**src/rtl/fpu_issue_ctrl.sv**
```systemverilog
// rtl/fpu_issue_ctrl.sv - decode-stage initiator for the FPU start/busy/done handshake
// Latches one FP instruction, pulses fpu_start, waits for fpu_done, then writes the FP register file.
module fpu_issue_ctrl #(
    parameter int XLEN    = 32,
    parameter int OPW     = 4,
    parameter int TIMEOUT = 64
) (
    input  logic            clk,
    input  logic            rst_n,
    input  logic            issue_valid,
    output logic            issue_ready,
    input  logic [OPW-1:0]  issue_op,
    input  logic [4:0]      issue_rd,
    input  logic [XLEN-1:0] issue_rs1,
    input  logic [XLEN-1:0] issue_rs2,
    input  logic [XLEN-1:0] issue_rs3,
    input  logic            flush,
    output logic            fpu_start,
    output logic [OPW-1:0]  fpu_opcode,
    output logic [XLEN-1:0] fpu_inp1,
    output logic [XLEN-1:0] fpu_inp2,
    output logic [XLEN-1:0] fpu_inp3,
    input  logic            fpu_busy,
    input  logic            fpu_done,
    input  logic [XLEN-1:0] fpu_out,
    output logic            fp_we,
    output logic [4:0]      fp_waddr,
    output logic [XLEN-1:0] fp_wdata,
    output logic            stall,
    output logic            err_timeout
);

    localparam int CW = $clog2(TIMEOUT + 1);

    typedef enum logic [1:0] {
        IDLE  = 2'd0,
        START = 2'd1,
        WAIT  = 2'd2,
        WRITE = 2'd3
    } issueState_e;

    issueState_e     stateQ;
    issueState_e     stateD;
    logic [OPW-1:0]  opQ;
    logic [4:0]      rdQ;
    logic [XLEN-1:0] rs1Q;
    logic [XLEN-1:0] rs2Q;
    logic [XLEN-1:0] rs3Q;
    logic [XLEN-1:0] resQ;
    logic [CW-1:0]   cntQ;
    logic [CW-1:0]   cntNext;
    logic            discardQ;
    logic            errQ;

    logic            acceptNow;
    logic            startNow;
    logic            writeNow;
    logic            doneNow;
    logic            timeoutHit;
    logic            readyNow;

    // Saturating wait counter; timeout fires in the WAIT cycle that would bring it to TIMEOUT.
    assign cntNext = (cntQ == CW'(TIMEOUT)) ? cntQ : cntQ + CW'(1);

    always_comb begin
        stateD     = stateQ;
        readyNow   = 1'b0;
        acceptNow  = 1'b0;
        startNow   = 1'b0;
        writeNow   = 1'b0;
        doneNow    = 1'b0;
        timeoutHit = 1'b0;
        case (stateQ)
            IDLE: begin
                readyNow  = !flush;
                acceptNow = issue_valid && !flush;
                if (acceptNow) begin
                    stateD = START;
                end
            end
            START: begin
                startNow = !fpu_busy;
                if (!fpu_busy) begin
                    stateD = WAIT;
                end
            end
            WAIT: begin
                if (fpu_done) begin
                    doneNow = 1'b1;
                    stateD  = (discardQ || flush) ? IDLE : WRITE;
                end else if (cntNext == CW'(TIMEOUT)) begin
                    timeoutHit = 1'b1;
                    stateD     = IDLE;
                end
            end
            WRITE: begin
                writeNow = 1'b1;
                stateD   = IDLE;
            end
            default: stateD = IDLE;
        endcase
    end

    always_ff @(posedge clk) begin
        if (rst_n) begin
            stateQ   <= IDLE;
            opQ      <= '0;
            rdQ      <= '0;
            rs1Q     <= '0;
            rs2Q     <= '0;
            rs3Q     <= '0;
            resQ     <= '0;
            cntQ     <= '0;
            discardQ <= 1'b0;
            errQ     <= 1'b0;
        end else begin
            stateQ <= stateD;
            if (acceptNow) begin
                opQ      <= issue_op;
                rdQ      <= issue_rd;
                rs1Q     <= issue_rs1;
                rs2Q     <= issue_rs2;
                rs3Q     <= issue_rs3;
                discardQ <= 1'b0;
            end
            // The FPU cannot be aborted, so a flush only suppresses the eventual write.
            if ((stateQ == START || stateQ == WAIT) && flush) begin
                discardQ <= 1'b1;
            end
            if (startNow) begin
                cntQ <= '0;
            end else if (stateQ == WAIT) begin
                cntQ <= cntNext;
            end
            if (doneNow) begin
                resQ <= fpu_out;
            end
            if (timeoutHit) begin
                errQ <= 1'b1;
            end
        end
    end

    // Strobes are masked while reset is asserted so nothing leaks out during the reset cycle.
    assign issue_ready = readyNow && !rst_n;
    assign fpu_start   = startNow && !rst_n;
    assign fp_we       = writeNow && !rst_n;
    assign stall       = (stateQ != IDLE) && !rst_n;

    assign fpu_opcode  = opQ;
    assign fpu_inp1    = rs1Q;
    assign fpu_inp2    = rs2Q;
    assign fpu_inp3    = rs3Q;
    assign fp_waddr    = rdQ;
    assign fp_wdata    = resQ;
    assign err_timeout = errQ;

endmodule

```
**config.mk**
```make
export PLATFORM = sky130hd
export DESIGN_NAME = fpu_issue_ctrl
export DESIGN_NICKNAME = d
export VERILOG_FILES = /design/src/rtl/fpu_issue_ctrl.sv
export SDC_FILE = /design/constraint.sdc
export NUM_CORES = 1
export LEC_CHECK = 0
export CAP_MARGIN = 10
export CORE_ASPECT_RATIO = 0.8
export CORE_MARGIN = 2
export CORE_UTILIZATION = 39
export DETAILED_ROUTE_END_ITERATION = 16
export PLACE_DENSITY = 0.79
export SYNTH_ARGS = -nofsm -noshare
export SYNTH_HDL_FRONTEND = slang
export SYNTH_SLANG_ARGS = --single-unit
export TNS_END_PERCENT = 10
```
**constraint.sdc**
```tcl
create_clock -name clk -period 2.6 [get_ports clk]
set_input_delay 0.52 -clock clk [delete_from_list [all_inputs] [get_ports clk]]
set_output_delay 0.52 -clock clk [all_outputs]
set_load 0.05 [all_outputs]
```
==> summary.md, run 1 <==
| Metric | Value |
|---|---|
| Status | finished clean |
| Critical path class | register to output pin |
| Num CTS Buffers | 17 |
| CP max FO | 4 |
| Vias in the first global route | 4928 |
| Multi-input gate area | 0.00225 mm² |
| Mux cell area share after synthesis | 0.00370 |
| Clock-pin slew on the worst setup and hold paths | 0.06 ns |
| Post-synthesis xor/xnor area fraction | 0.0113 |
| Yosys warns | 0 |
| Internal power | 4.78 mW |
| Drt wl/cell | 13.7 µm |
| Antenna violations before repair | 0 |
| DRC | 0 |
| Syn Area/Cell | 7.91 µm² |
| Site Rows | 38 |
| Via/cell ratio | 4.73 |
| Peak VDD IR | 0.599 mV |
| Post-CTS Setup Inserts | 0 |
| Max H-tree Level | 4 |
| Measured slew at the worst slew-check pin | 0.778 ns |
| Setup crit end kind | output pin |
| Clk root buf | clkbuf_16 |
| Routability congestion estimate | 0.770 |
| Simple-Gate Fraction of Synth Area | 0.235 |
| Sum Neg Setup Slack | 0 ns |
| CTS Buffer Depth | 2 |
| Final Hold Vio Count | 0 |
| Compound-Gate Fraction of Synth Area | 0.150 |
| Post-synth EDFFs | 0 |
| Clock power frac | 0.333 |
| Drt total wl | 15.7 mm |
| Post-Synth Adder-Cell Area | 0.0139 |
| Drt pass-1 iters | 5 |
| Total number of vias | 5396 |
| Ys flop type | dfxtp_1 |
| Main area contributors after synthesis | dfxtp_1, nand2_1, a21oi_1 |
| Cts hold-fix bufs | 0 |
| #FFs+latches synth | 148 |
| Core Region | 0.0136 mm² |
| HP Class | input port to register |
| Hpwl dp | 10.8 mm |
| Gate power share | 0.307 |
| Synth top cells by count | nand2_1, dfxtp_1, a21oi_1 |
| Grt ovf | 0 |
| Post-route ant nets | 0 |
| Die area | 0.0148 mm² |
| Fin crit share | 0.896 |
| FILL cells | 1129 |
| Worst-skew pair later-pin latency | 0.42 ns |
| I/O pin cnt | 285 |
| Slew margin rel. | 0.481 |
| Final Setup Violations | 0 |
| Largest area contributor in the netlist | dfxtp_1 |
| Post-layout util | 0.663 |
| Max Freq | 429 MHz |
| Share of flip-flops with an asynchronous set or reset | 0 |
| Fin. max-slew vios | 0 |
| Clock Skew | 0.00702 ns |
| P per Cell Area | 806 mW/mm² |
| Diode count | 0 |
| WP data required | 2.08 ns |
| Flop pwr share | 0.360 |
| Switching power | 2.45 mW |
| Ratio of cells with drive above 1 in the final layout | 0.0469 |
| Synth cell types | 37 |
| Port bufs | 284 |
| Post-layout nets | 1096 |
| Syn_nets | 833 |
| RSZ-0062 raised after global routing | false |
| FF/Latch Area | 0.00296 mm² |
| Overall routing resource usage | 0.207 |
| Pleak | 3.16 nW |
| Area grow syn2layout | 66.0% |
| Largest net degree at the start of global routing | 74 |
| Netlist Area Pre-Place | 0.00541 mm² |
| Die span in x | 136 µm |
| Register area share after synthesis | 0.548 |
| CP arrival | 1.81 ns |
| Switching share of power | 0.339 |
| Critical path launch point type | register |
| Starting Density | 0.399 |
| First-pass GRT wire length | 24.0 mm |
| Share of the synthesized area in the top cell type | 0.548 |
| Synthesized instance count | 684 |
| Die Y | 109 µm |
| Flop-to-flop setup slack | 0.53 ns |
| Count leader, synth | nand2_1 |
| Max-cap violations | 0 |
| Final min period | 2.33 ns |
| Main combinational cell family by area after synthesis | simple AND/OR/NAND/NOR gates |
| Sink Count | 148 |
| CTS tree | done |
| Initial DRC Count | 285 |
logic make-up (layout without fill, tap and decap cells):
kind of cell	after synthesis	in the layout
flip-flops	148	148
adder cells (fa/ha/maj)	6	6
XOR/XNOR	7	7
AO/OA/AOI/OAI	151	151
buffers and inverters	53	329
multiplexers	2	2
AND/OR/NAND/NOR	317	317
state kept, by name (all words and copies together) (netlist names), 2 cells and up:
name / count
fp_wdata: 32
fpu_inp2: 32
fpu_inp3: 32
cntQ: 7
fpu_inp1: 32
stateQ: 2
fpu_opcode: 4
fp_waddr: 5
power by group through the flow:
stage          Combinational [mW]  Sequential [mW]  Clock, mW
2_1_floorplan               0.705             3.33          0
3_3_place_gp                 2.23             2.64          0
3_5_place_dp                 2.23             2.65          0
4_1_cts                      2.24             2.61       2.46
5_1_grt                      2.38             2.64       2.55
6_report                     2.22             2.61       2.41
cell type report:
class | count | area share
clock buffers | 25 | 0.0541
inverters | 5 | 0.00209
clock inverters | 7 | 0.0109
multi-input cells | 483 | 0.250
repair buffers | 292 | 0.328
flip-flops and latches | 148 | 0.330
well taps | 180 | 0.0251
metal layers:
metal,up-vias,global-route usage,routed length [µm]
met5,-,0,0
met4,0,0.0997,346
met3,27,0.0894,1710
met2,191,0.336,7270
met1,2428,0.236,6350
li1,2750,-,-
stage by stage:
step                area [µm²]  std cells  hold slack, ns  total power, mW  setup slack (ns)
global placement          8400       1108           0.440             4.87             0.465
finish                    8980       1140           0.354             7.23             0.270
detailed placement        8400       1108           0.446             4.89             0.454
floorplan                 5410        684           0.459             4.04             0.296
CTS                       8980       1140           0.331             7.30             0.253
global route              8980       1140           0.353             7.56             0.177
cell usage in the layout (no fill, tap or decap), types with 2 or more instances in the layout:
master / count
clkdlybuf4s50_1: 279
nand2_1: 278
dfxtp_1: 148
a21oi_1: 139
clkbuf_16: 17
nor2_1: 14
buf_4: 8
ha_1: 6
inv_1: 5
clkbuf_1: 5
xnor2_1: 4
a22oi_1: 4
buf_12: 4
nor3_1: 3
nand2b_1: 3
nor2b_1: 3
nand4_1: 3
xor2_1: 3
clkbuf_8: 3
and2_1: 2
mux2i_1: 2
a31oi_1: 2
clkinvlp_4: 2
clkinv_4: 2
bufinv_16: 2
final timing paths:
kind	start	to	cells after the start
worst min register to register	fpu_inp1[29]	fpu_inp1[29]	2
worst min-delay path	rst_n	stateQ[0]	2
worst max register to register	cntQ[0]	stateQ[0]	7
worst max-delay path	stateQ[0]	stall	4
worst max-delay path, stage by stage (launching register included):
cell and delay (ns):
dfxtp_1 0.38, inv_1 0.10, ha_1 0.26, nor2_1 0.12, dlygate4sd2_1 0.54
repair_timing:
| item | in CTS | in global routing |
|---|---|---|
| hold endpoints to repair | 0 | 0 |
| resized for setup | 1 | 0 |
| setup endpoints to repair | 1 | 0 |
Note: power is estimated with default switching activity, not from simulation.
==> run 2, diff against run 1 <==
--- a/config.mk
+++ b/config.mk
@@ -11,6 +11,7 @@
 export CORE_UTILIZATION = 39
 export DETAILED_ROUTE_END_ITERATION = 16
 export PLACE_DENSITY = 0.79
+export RECOVER_POWER = 100
 export SYNTH_ARGS = -nofsm -noshare
 export SYNTH_HDL_FRONTEND = slang
 export SYNTH_SLANG_ARGS = --single-unit
==> run 2 against run 1 <==
Effect of this change: sequential share of layout area increased by 0.21 points; highest routed layer unchanged; count of clock-buffer cells in the layout unchanged; combinational power is 5% lower; flip-flop and latch count is the same; critical endpoint unchanged; clock skew rose by 0.0014 ns; register-to-register slack got worse by 0.23 ns.
==> summary.md, run 2 (same netlist as run 1, synthesis figures left out) <==
| Metric | Value |
|---|---|
| Status | finished clean |
| Max Freq | 429 MHz |
| Core Region | 0.0136 mm² |
| Die span in x | 136 µm |
| Antenna violations before repair | 0 |
| Most frequent cells in the layout | nand2_1, dfxtp_1, clkdlybuf4s50_1 |
| Most common cell after layout, fill and taps aside | nand2_1 |
| Starting Density | 0.399 |
| Drt total wl | 15.6 mm |
| Final Hold Vio Count | 0 |
| Slew margin rel. | 0.137 |
| Post-layout nets | 1096 |
| Hold depth | 2 |
| Max H-tree Level | 4 |
| Layout Cells excl Fill | 1140 |
| CP max stage delay | 0.54 ns |
| Drt wl/cell | 13.7 µm |
| Sink Count | 148 |
| Final Setup Violations | 0 |
| Overall routing resource usage | 0.207 |
| Hpwl dp | 10.8 mm |
| Area grow syn2layout | 64.9% |
| Total number of vias | 5401 |
| R2R depth | 7 |
| Cts hold-fix bufs | 0 |
| Pleak | 3.58 nW |
| Worst-skew pair later-pin latency | 0.42 ns |
| DRC | 0 |
| Diode count | 0 |
| Port bufs | 284 |
| Crit path max-delay family | buffers and inverters |
| Crit path buf inv count | 2 |
| FILL cells | 1137 |
| CP arrival | 1.81 ns |
| Measured slew at the worst slew-check pin | 1.29 ns |
| Clock-pin slew on the worst setup and hold paths | 0.06 ns |
| Critical path class | register to output pin |
| Hold EP | stateQ[0] |
| Via/cell ratio | 4.74 |
| Setup crit end kind | output pin |
| Inst Count DP | 1108 |
| Post-route ant nets | 0 |
| Sum Neg Setup Slack | 0 ns |
| Flop-to-flop setup slack | 0.30 ns |
| Clock Skew | 0.00845 ns |
| Initial DRC Count | 282 |
| Critical path launch point type | register |
| Worst path slowest cell | dlygate4sd2_1 |
| Peak VDD IR | 0.597 mV |
| WP data required | 2.08 ns |
| Fin. max-slew vios | 0 |
| Final min period | 2.33 ns |
| CP Cell Sequence | inv_1 > ha_1 > nor2_1 > dlygate4sd2_1 |
| Site Rows | 38 |
| HP Class | input port to register |
| Ratio of cells with drive above 1 in the final layout | 0.0438 |
| Num CTS Buffers | 17 |
| Routability congestion estimate | 0.770 |
| Fin crit share | 0.896 |
| Worst r2r dst | stateQ[0] |
| RSZ-0062 raised after global routing | false |
| Die area | 0.0148 mm² |
| Drt pass-1 iters | 4 |
| Hold Path Origin | rst_n |
| I/O pin cnt | 285 |
| P per Cell Area | 798 mW/mm² |
| Max-cap violations | 0 |
| Die Y | 109 µm |
| FF/Latch Area | 0.00296 mm² |
| CTS tree | done |
| Multi-input gate area | 0.00223 mm² |
| Vias in the first global route | 4928 |
| Clk root buf | clkbuf_16 |
| First-pass GRT wire length | 24.0 mm |
| Largest net degree at the start of global routing | 74 |
| CTS Buffer Depth | 2 |
| RR Startpoint | cntQ[0] |
| Grt ovf | 0 |
| CP max FO | 4 |
run 2: cell count changes in the layout (fill, tap and decap cells not counted), moves of 2 or more:
cell | before | now
clkbuf_2 | 0 | 2
clkdlybuf4s50_1 | 279 | 141
clkbuf_1 | 5 | 7
buf_12 | 4 | 2
and2_1 | 2 | 0
and2_0 | 0 | 2
dlygate4sd3_1 | 0 | 138
buf_4 | 8 | 5
run 2: cell type report:
class | instances | share of cell area
Tap cell | 180 | 0.0252
Timing Repair Buffer | 292 | 0.326
Sequential cell | 148 | 0.332
Clock inverter | 7 | 0.0109
Inverter | 5 | 0.00210
Clock buffer | 25 | 0.0544
Multi-Input combinational cell | 483 | 0.250
run 2: worst register-to-register path: stages, from the launching register on:
cell and delay, ns:
dfxtp_1 0.45, inv_1 0.07, ha_1 0.33, and2b_1 0.20
mux2i_1 0.09, o41ai_1 0.63, a31oi_1 0.18, a311oi_2 0.26
run 2: per-layer routing:
layer	track usage	wire (µm)	vias to the layer above
met2	0.336	7240	187
met5	0	0	-
met3	0.0894	1660	27
met4	0.0997	339	0
met1	0.236	6370	2430
li1	-	-	2757
run 2: repair_timing:
action / in CTS / in global routing
resized for setup: 1 / 0
setup endpoints to repair: 1 / 0
buffers inserted: 0 / 0
run 2: report_power, final:
part	internal [mW]	switching, mW
Clock	1.49	0.916
Sequential	2.49	0.106
Combinational	0.708	1.41
Total	4.69	2.43
run 2: worst max-delay path by stage:
| stage | startpoint | to | slack, ns | cells after the start |
|---|---|---|---|---|
| 6_report | stateQ[0] | stall | 0.27 | 4 |
| 5_1_grt | stateQ[0] | fpu_inp3[15] | 0.09 | 6 |
| 4_1_cts | stateQ[0] | stall | 0.25 | 4 |
| 3_5_place_dp | stateQ[0] | stall | 0.45 | 4 |
| 3_3_place_gp | stateQ[0] | stall | 0.47 | 4 |
| 2_1_floorplan | stateQ[1] | issue_ready | 0.30 | 4 |
run 2: stage by stage:
step | hold slack [ns] | util | cell area [µm²] | worst slack (ns) | power (mW)
after floorplan | 0.459 | - | 5410 | 0.296 | 4.04
after global placement | 0.440 | 0.620 | 8400 | 0.465 | 4.87
after detailed placement | 0.446 | 0.620 | 8400 | 0.454 | 4.89
after CTS | 0.331 | 0.663 | 8980 | 0.253 | 7.30
after global routing | 0.353 | 0.658 | 8920 | 0.0889 | 7.45
final | 0.354 | 0.658 | 8920 | 0.271 | 7.12
